File: config.mk
export PLATFORM = sky130hd
export DESIGN_NAME = shift_add_mult
export DESIGN_NICKNAME = d
export VERILOG_FILES = /design/src/rtl/mult_pkg.sv /design/src/rtl/shift_add_mult_rca.sv /design/src/rtl/shift_add_mult.sv
export SDC_FILE = /design/constraint.sdc
export NUM_CORES = 1
export LEC_CHECK = 0
export BUFFER_PORTS_ARGS = -buffer_cell sky130_fd_sc_hd__buf_4
export CAP_MARGIN = 25
export CORE_AREA = 2 2 60 62
export CTS_CLUSTER_SIZE = 16
export DETAILED_ROUTE_END_ITERATION = 7
export DIE_AREA = 0 0 62 64
export GPL_TIMING_DRIVEN = 0
export PLACE_DENSITY = 0.73
export SLEW_MARGIN = 20
export SYNTH_ARGS = -nofsm -noshare
export SYNTH_HDL_FRONTEND = slang
export SYNTH_SLANG_ARGS = --single-unit
File: constraint.sdc
create_clock -name clk -period 3.4 [get_ports clk]
set_input_delay 0.68 -clock clk [delete_from_list [all_inputs] [get_ports clk]]
set_output_delay 0.68 -clock clk [all_outputs]
set_load 0.02 [all_outputs]
File: src/rtl/mult_pkg.sv
// Shared types and widths for the sequential shift-add multiplier.
package mult_pkg;
    localparam int OP_W   = 8;
    localparam int PROD_W = 16;
    localparam int CNT_W  = 4;

    typedef enum logic [1:0] {
        IDLE = 2'd0,
        RUN  = 2'd1,
        DONE = 2'd2
    } mult_state_t;
endpackage

File: src/rtl/shift_add_mult_rca.sv
// 8-bit ripple-carry adder shared by the multiplier datapath.
module RCA (
    input  logic [7:0] A,
    input  logic [7:0] B,
    input  logic       Ci,
    output logic [7:0] S,
    output logic       Co
);
    logic [8:0] w_carry;

    assign w_carry[0] = Ci;

    generate
        for (genvar gi = 0; gi < 8; gi++) begin : g_fa
            assign S[gi]         = A[gi] ^ B[gi] ^ w_carry[gi];
            assign w_carry[gi+1] = (A[gi] & B[gi]) | (w_carry[gi] & (A[gi] ^ B[gi]));
        end
    endgenerate

    assign Co = w_carry[8];
endmodule

File: src/rtl/shift_add_mult.sv
// Sequential 8x8 unsigned shift-add multiplier around one shared RCA.
// Optional macro MULT_EARLY_EXIT_EN finishes early once no multiplier bits remain.
module shift_add_mult
    import mult_pkg::*;
(
    input  logic                clk,
    input  logic                rst_n,
    input  logic                start_valid,
    output logic                start_ready,
    input  logic [OP_W-1:0]     a,
    input  logic [OP_W-1:0]     b,
    output logic                done_valid,
    input  logic                done_ready,
    output logic [PROD_W-1:0]   product,
    output logic                busy
);
    mult_state_t        r_state;
    mult_state_t        w_state_next;
    logic [OP_W-1:0]    r_mcand;
    logic [OP_W-1:0]    r_acc;
    logic [OP_W-1:0]    r_mplr;
    logic [CNT_W-1:0]   r_cnt;

    logic [OP_W-1:0]    w_sum;
    logic               w_co;
    logic               w_last_step;

    RCA u_rca (
        .A  (r_acc),
        .B  (r_mcand),
        .Ci (1'b0),
        .S  (w_sum),
        .Co (w_co)
    );

    assign w_last_step = (r_cnt == CNT_W'(OP_W - 1));

`ifdef MULT_EARLY_EXIT_EN
    // Low (8-cnt) bits of mplr are the multiplier bits not yet consumed.
    logic [OP_W-1:0]    w_rem_mask;
    logic [CNT_W-1:0]   w_shamt;
    logic [PROD_W-1:0]  w_shifted;
    logic               w_early;

    assign w_rem_mask = {OP_W{1'b1}} >> r_cnt;
    assign w_shamt    = CNT_W'(OP_W) - r_cnt;
    assign w_shifted  = {r_acc, r_mplr} >> w_shamt;
    assign w_early    = ((r_mplr & w_rem_mask) == '0);
`endif

    always_ff @(posedge clk or negedge rst_n) begin
        if (!rst_n) begin
            r_state <= IDLE;
        end else begin
            r_state <= w_state_next;
        end
    end

    always_comb begin
        w_state_next = r_state;
        case (r_state)
            IDLE: if (start_valid) w_state_next = RUN;
`ifdef MULT_EARLY_EXIT_EN
            RUN:  if (w_early || w_last_step) w_state_next = DONE;
`else
            RUN:  if (w_last_step) w_state_next = DONE;
`endif
            DONE: if (done_ready) w_state_next = IDLE;
            default: w_state_next = IDLE;
        endcase
    end

    always_ff @(posedge clk or negedge rst_n) begin
        if (!rst_n) begin
            r_mcand <= '0;
            r_acc   <= '0;
            r_mplr  <= '0;
            r_cnt   <= '0;
        end else begin
            case (r_state)
                IDLE: begin
                    if (start_valid) begin
                        r_mcand <= a;
                        r_acc   <= '0;
                        r_mplr  <= b;
                        r_cnt   <= '0;
                    end
                end
                RUN: begin
`ifdef MULT_EARLY_EXIT_EN
                    if (w_early) {r_acc, r_mplr} <= w_shifted;
                    else
`endif
                    // Carry-out becomes the top bit of the shifted partial sum.
                    if (r_mplr[0]) {r_acc, r_mplr} <= {w_co, w_sum, r_mplr[OP_W-1:1]};
                    else           {r_acc, r_mplr} <= {1'b0, r_acc, r_mplr[OP_W-1:1]};
                    r_cnt <= r_cnt + 1'b1;
                end
                default: ;
            endcase
        end
    end

    assign start_ready = (r_state == IDLE);
    assign done_valid  = (r_state == DONE);
    assign busy        = (r_state != IDLE);
    assign product     = {r_acc, r_mplr};
endmodule

==> results.sh, run 1 <==
export IMPL_leakagePower_uw=0.000890
export IMPL_clockBufferDepth=2
export IMPL_wirelength_um=3010
export IMPL_syn_nets=163
export IMPL_cts_num_sinks=30
export IMPL_antenna_left=0
export IMPL_crit_path_end_kind="flop"
export IMPL_crit_type="reg -> reg"
export IMPL_fmax_mhz=297
export IMPL_h_tree_depth=2
export IMPL_power_density_nw_per_um2=953
export IMPL_start_util=0.460
export IMPL_cts_tree="done"
export IMPL_synth_area_um2=1510
export IMPL_cp_max_fo=2
export IMPL_die_w_um=62
export IMPL_critPathLaunchType="flop"
export IMPL_clk_pin_slew_ns=0.09
export IMPL_synth_cell_types=28
export IMPL_period_share=0.991
export IMPL_outcome="complete, no violations"
export IMPL_io_pin_count=39
export IMPL_synthCells=134
export IMPL_max_cap_violations=0
export IMPL_area_delta_synth_final_pct=28.2
export IMPL_tns_ns=0
export IMPL_crit_arrival_ns=3.56
export IMPL_layout_cells_non_filler=227
export IMPL_drv_slew=0
export IMPL_min_period_ns=3.37
export IMPL_worst_pin_slew_ns=0.580
export IMPL_hold_viol=0
export IMPL_fin_skew_ns=0.00799
export IMPL_drc_errors=0
export IMPL_antenna_found_initial=0
export IMPL_cts_buffers=5
export IMPL_cts_hold_buf=0
export IMPL_syn_avg_cell_area_um2=11.3
export IMPL_final_nets=209
export IMPL_max_slew_margin=0.613
export IMPL_grt_overflow_total=0
export IMPL_place_hpwl_um=2270
export IMPL_crit_start="r_acc[0]"
export IMPL_rsz0062_at_grt="yes"
export IMPL_vias=1168
export IMPL_wl_per_cell_um=13.3
export IMPL_track_usage=0.175
export IMPL_ctsRootBufferMaster="clkbuf_4"
export IMPL_drive_above_1_share=0.376
export IMPL_total_power_uw=1840
export IMPL_design_die_area_um2=3970
export IMPL_ys_warn_count=0
export IMPL_grt_pass1_vias=1174
export IMPL_dr_pass1_iters=4
export IMPL_routed_via_density=5.15
export IMPL_die_h_um=64
export IMPL_n_antenna_cell=0
export IMPL_port_buffers=38
export IMPL_worstPathRequired_ns=3.59
export IMPL_rr_startpoint="r_acc[0]"
export IMPL_dr_first_iter_drc_count=55
export IMPL_setup_viol=0
export IMPL_clk_latency_ns=0.32
export IMPL_rows=21
export IMPL_ys_ff_latch=30
export IMPL_min_path_type="in -> async"
export IMPL_core_area_um2=3280
export IMPL_grt_pass1_wl_um=5110
export IMPL_ys_seq_area_frac=0.497
export IMPL_gp_congestion=0.789
export IMPL_placed_cells=218
export IMPL_ir_drop_uv=409
export IMPL_grt_max_degree=31
-- layout by cell type (no fill, tap or decap), types with 5 or more instances in the layout --
master,Yosys,routed
o21ai_0,9,9
nand2_1,21,21
a22oi_1,5,5
mux2i_1,7,7
fa_2,0,5
inv_1,6,5
o22ai_1,9,9
clkbuf_4,0,5
clkbuf_1,3,6
buf_4,0,39
dfrtp_1,30,29
mux2_2,9,9
-- cell usage after synthesis --
master / instances / area share
nor2_2: 1 / 0.0041
buf_6: 1 / 0.0075
inv_1: 6 / 0.015
a221o_1: 1 / 0.0066
o21bai_1: 2 / 0.0099
o21ai_0: 9 / 0.030
o31ai_1: 1 / 0.0050
mux2_2: 9 / 0.067
o22ai_1: 9 / 0.037
ha_1: 2 / 0.017
o311ai_0: 1 / 0.0058
buf_2: 3 / 0.0099
clkbuf_2: 1 / 0.0033
and2b_1: 1 / 0.0050
and2_4: 1 / 0.0058
nor2_1: 3 / 0.0075
and3b_1: 2 / 0.012
clkbuf_1: 3 / 0.0075
nor2b_1: 1 / 0.0041
nand3_1: 2 / 0.0066
nand2_1: 21 / 0.052
a22oi_1: 5 / 0.025
dfrtp_1: 30 / 0.50
mux2i_1: 7 / 0.046
nand2b_1: 2 / 0.0083
a22o_1: 1 / 0.0058
a21oi_1: 2 / 0.0066
fa_1: 7 / 0.093
-- registers in the layout (all words and copies together), names as in the netlist --
register  count
r_mcand       8
r_acc         8
r_mplr        8
r_cnt         4
r_state       2
-- worst paths after layout --
path                         endpoint  slack, ns  cells past startpoint
setup / recovery             r_acc[6]       0.03                     12
hold / removal              r_mplr[7]       0.27                      1
setup reg to reg             r_acc[6]       0.03                     12
hold reg to reg            r_mcand[6]       0.52                      1
max in group asynchronous    r_acc[0]       2.84                      1
min in group clk           r_mcand[6]       0.52                      1
-- power breakdown --
part	total (µW)	switching [µW]	internal, µW
sequential	682	157	524
clock	199	117	82.3
combinational	964	491	472
-- per-stage QoR --
stage / instance area [µm²] / setup WS (ns) / util / hold slack (ns)
floorplan: 1520 / 0.00167 / - / 0.384
global placement: 1860 / -0.0421 / 0.568 / 0.489
detailed placement: 1860 / -0.0946 / 0.568 / 0.504
CTS: 1930 / -0.00225 / 0.586 / 0.268
global route: 1940 / -0.0787 / 0.589 / 0.287
finish: 1940 / 0.0294 / 0.589 / 0.265
-- cell families (layout without fill, tap and decap cells) --
family,Yosys count,after routing,share of synthesized area
adders and majority gates,9,9,0.109
DFF,30,30,0.497
muxes,16,16,0.114
buffers and inverters,14,61,0.0431
and+or+nand+nor,34,34,0.105
AOI/OAI and AO/OA,31,31,0.132
-- what timing repair did --
item	in CTS	in global routing
gates resized for setup	2	2
setup buffers	1	0
setup endpoints to repair	1	1
-- per-layer routing --
layer / GRT usage / wire length, µm / vias up
met4: 0.0771 / 46 / 0
met5: 0 / 0 / -
met2: 0.285 / 1550 / 36
li1: - / - / 560
met1: 0.218 / 1230 / 567
met3: 0.0364 / 181 / 5
-- final cells by class --
type / instances / area (µm²)
Fill cell: 293 / 1350
Clock buffer: 8 / 48.8
Inverter: 6 / 22.5
Buffer: 8 / 42.5
Tap cell: 46 / 57.6
Multi-Input combinational cell: 90 / 719
Sequential cell: 30 / 752
Timing Repair Buffer: 39 / 293
-- critical path: stages, from the launching register on --
cell     delay [ns]
dfrtp_2        0.44
ha_4           0.16
fa_2           0.33
fa_2           0.35
fa_2           0.34
fa_2           0.35
fa_2           0.34
inv_2          0.06
fa_1           0.15
inv_1          0.05
fa_1           0.42
mux2i_1        0.15
o22ai_1        0.10
Power figures use the tool's default switching activity.
==> run 2, diff against run 1 <==
Settings changed: ABC_AREA set to 1, CORE_AREA 2 2 60 62 to 2 2 62 64, CTS_CLUSTER_DIAMETER set to 100, DIE_AREA 0 0 62 64 to 0 0 64 66, PLACE_DENSITY 0.73 to 0.72.
==> run 2 against run 1 <==
Global-route usage increased by 0.97 points. Highest routed layer unchanged. Register-to-register slack got worse by 0.03 ns. Critical endpoint unchanged. Clock skew shrank 0.0017 ns. Worst hold slack got worse by 0.025 ns. Clock-buffer cell count is 2 lower. Critical path type unchanged. Maximum frequency decreased by 0.83%. Final cell count grew 23%. Die area rose by 6.5%. Power grew 7.1%. Sequential power rose by 0.6%. Flip-flop and latch count unchanged.
==> results.sh, run 2 <==
export IMPL_routed_via_density=4.71
export IMPL_synth_common_cells="70 x nand2_1, 30 x dfrtp_1, 20 x inv_1"
export IMPL_cts_hold_buf=0
export IMPL_io_pin_count=39
export IMPL_dr_first_iter_drc_count=78
export IMPL_crit_arrival_ns=3.62
export IMPL_start_util=0.454
export IMPL_max_cap_violations=0
export IMPL_track_usage=0.185
export IMPL_crit_start="r_acc[0]"
export IMPL_crit_path_end_kind="flop"
export IMPL_path_buf_inv=2
export IMPL_synth_compound_area_frac=0.123
export IMPL_crit_chain="ha_2 -> fa_2 -> fa_2 -> fa_2 -> fa_2 -> fa_2 -> inv_2 -> fa_1 -> inv_1 -> fa_1 -> o211ai_1 -> o21ai_1"
export IMPL_outcome="complete, no violations"
export IMPL_drc_errors=0
export IMPL_muxShareOfSynthArea=0
export IMPL_layout_cells_non_filler=279
export IMPL_final_common_cell="nand2_1"
export IMPL_fmax_mhz=294
export IMPL_synth_most_common_cell="nand2_1"
export IMPL_placed_cells=270
export IMPL_worstPathRequired_ns=3.62
export IMPL_antenna_found_initial=0
export IMPL_grt_pass1_wl_um=5920
export IMPL_synthAdderAreaFrac=0.102
export IMPL_n_antenna_cell=0
export IMPL_clk_latency_ns=0.34
export IMPL_crit_type="reg -> reg"
export IMPL_wirelength_um=3280
export IMPL_core_area_um2=3550
export IMPL_ys_async_sr_fraction=1.00
export IMPL_yosys_top_cells_area="dfrtp_1 47%, nand2_1 16%, fa_1 8.7%"
export IMPL_drive_above_1_share=0.312
export IMPL_drv_slew=0
export IMPL_design_die_area_um2=4220
export IMPL_final_nets=259
export IMPL_ys_seq_area_frac=0.465
export IMPL_power_density_nw_per_um2=970
export IMPL_stdcell_area_um2=2040
export IMPL_path_common_cell="fa_2"
export IMPL_rr_worst_depth=12
export IMPL_syn_nets=214
export IMPL_rsz0062_at_grt="yes"
export IMPL_r2r_end="r_acc[6]"
export IMPL_die_h_um=66
export IMPL_ys_warn_count=0
export IMPL_port_buffers=37
export IMPL_cts_tree="done"
export IMPL_max_slew_margin=0.758
export IMPL_layout_setup_ws_ns=0.00115
export IMPL_reg_top3="r_acc: 8 flops, r_mcand: 8 flops, r_mplr: 8 flops"
export IMPL_synth_top_family_by_area="simple AND/OR/NAND/NOR gates"
export IMPL_antenna_left=0
export IMPL_yosysTopAreaCellShare=0.465
export IMPL_clockBufferDepth=2
export IMPL_post_place_ws_ns=-0.0558
export IMPL_grt_max_degree=31
export IMPL_wl_per_cell_um=11.8
export IMPL_cp_max_fo=4
export IMPL_grt_overflow_total=0
export IMPL_period_share=1.00
export IMPL_layout_common_cells="70 x nand2_1, 38 x buf_4, 29 x dfrtp_1, 19 x inv_1, 13 x o21ai_0"
export IMPL_ir_drop_uv=418
export IMPL_hold_viol=0
export IMPL_postPlaceCellArea_um2=1960
export IMPL_setup_viol=0
export IMPL_yosysTopAreaCell="dfrtp_1"
export IMPL_syn_avg_cell_area_um2=8.72
export IMPL_h_tree_depth=2
export IMPL_fillers=332
export IMPL_area_delta_synth_final_pct=26.4
export IMPL_ctsRootBufferMaster="clkbuf_4"
export IMPL_synthCells=185
export IMPL_die_w_um=64
export IMPL_r2r_setup_slack_ns=0.001
export IMPL_dr_pass1_iters=4
export IMPL_cp_depth=12
export IMPL_vias=1313
export IMPL_min_period_ns=3.40
export IMPL_rr_startpoint="r_acc[0]"
export IMPL_leakagePower_uw=0.00107
export IMPL_grt_pass1_vias=1314
export IMPL_synth_area_um2=1610
export IMPL_place_hpwl_um=2470
export IMPL_ys_ff_latch=30
export IMPL_synth_xor_area_frac=0
export IMPL_critPathMaxStageDelay_ns=0.44
export IMPL_cp_top_family="adder cells"
export IMPL_crit_slowest_cell="dfrtp_2"
export IMPL_fin_skew_ns=0.00629
export IMPL_gp_congestion=0.770
export IMPL_synth_cell_types=19
export IMPL_synth_edff_count=0
export IMPL_worst_pin_slew_ns=0.363
export IMPL_cts_buffers=5
export IMPL_critPathLaunchType="flop"
export IMPL_synth_simple_gate_area_frac=0.223
export IMPL_rows=22
export IMPL_min_path_type="in -> async"
export IMPL_synthFlopType="dfrtp_1"
export IMPL_clk_pin_slew_ns=0.10
export IMPL_cts_num_sinks=30
export IMPL_final_util=0.574
-- run 2: cell types whose count changed in the layout (fill, tap and decap cells not counted), moves of 5 or more --
cell and change:
clkbuf_1 -6, mux2i_1 -7, a22oi_1 -5, o211ai_1 +6, mux2_2 -9, inv_1 +14, o21ai_2 +7, o22ai_1 -9
nand2_1 +49, nand3_1 +8
-- run 2: logic make-up (layout without fill, tap and decap cells) --
family	after synthesis	in the layout
AO/OA/AOI/OAI	29	29
adder cells (fa/ha/maj)	9	9
buffers and inverters	28	74
flip-flops	30	30
AND/OR/NAND/NOR	89	89
-- run 2: power breakdown --
| part | leakage [µW] | internal, µW | switching [µW] | total [µW] |
|---|---|---|---|---|
| Combinational | 0.000661 | 451 | 611 | 1060 |
| Sequential | 0.000372 | 524 | 162 | 686 |
| Clock | 0.0000343 | 99.2 | 130 | 229 |
| Total | 0.00107 | 1070 | 903 | 1980 |
-- run 2: worst max-delay path by stage --
stage / to / slack (ns)
after floorplan: r_acc[6] / 0.02
after global placement: r_acc[6] / -0.0007
after detailed placement: r_acc[6] / -0.06
after CTS: r_acc[6] / 0.0004
after global routing: r_acc[6] / -0.11
final: r_acc[6] / 0.001
-- run 2: worst register-to-register path, stage by stage, from the launching register on --
cell	delay [ns]
dfrtp_2	0.44
ha_2	0.18
fa_2	0.34
fa_2	0.35
fa_2	0.35
fa_2	0.35
fa_2	0.34
inv_2	0.06
fa_1	0.15
inv_1	0.05
fa_1	0.42
o211ai_1	0.18
o21ai_1	0.08
-- run 2: through the flow --
stage	TNS [ns]	hold WS, ns	total power, µW
3_5_place_dp	-0.0558	0.499	1750
4_1_cts	0	0.249	2000
6_report	0	0.241	1980
5_1_grt	-0.110	0.266	2190
2_1_floorplan	0	0.384	1400
3_3_place_gp	-0.000675	0.490	1720
-- run 2: area by class of cell --
type,instances,area (µm²),share of cell area
Tap cell,48,60.1,0.0295
Timing Repair Buffer,38,285,0.140
Clock buffer,6,51.3,0.0252
Inverter,22,85.1,0.0417
Multi-Input combinational cell,127,737,0.362
Buffer,6,55.1,0.0270
Clock inverter,2,12.5,0.00614
Sequential cell,30,752,0.369
-- run 2: per-layer routing --
layer / vias up / global-route usage / part of all wire
li1: 670 / - / -
met2: 32 / 0.293 / 0.47
met5: - / 0 / 0
met3: 6 / 0.0409 / 0.049
met4: 0 / 0.103 / 0.023
met1: 605 / 0.235 / 0.45
-- run 2: timing repair --
item,CTS,global route
cloned,0,0
pin swaps,1,0
endpoints found under the setup margin,1,1
buffers inserted,1,0
gates resized for setup,2,1
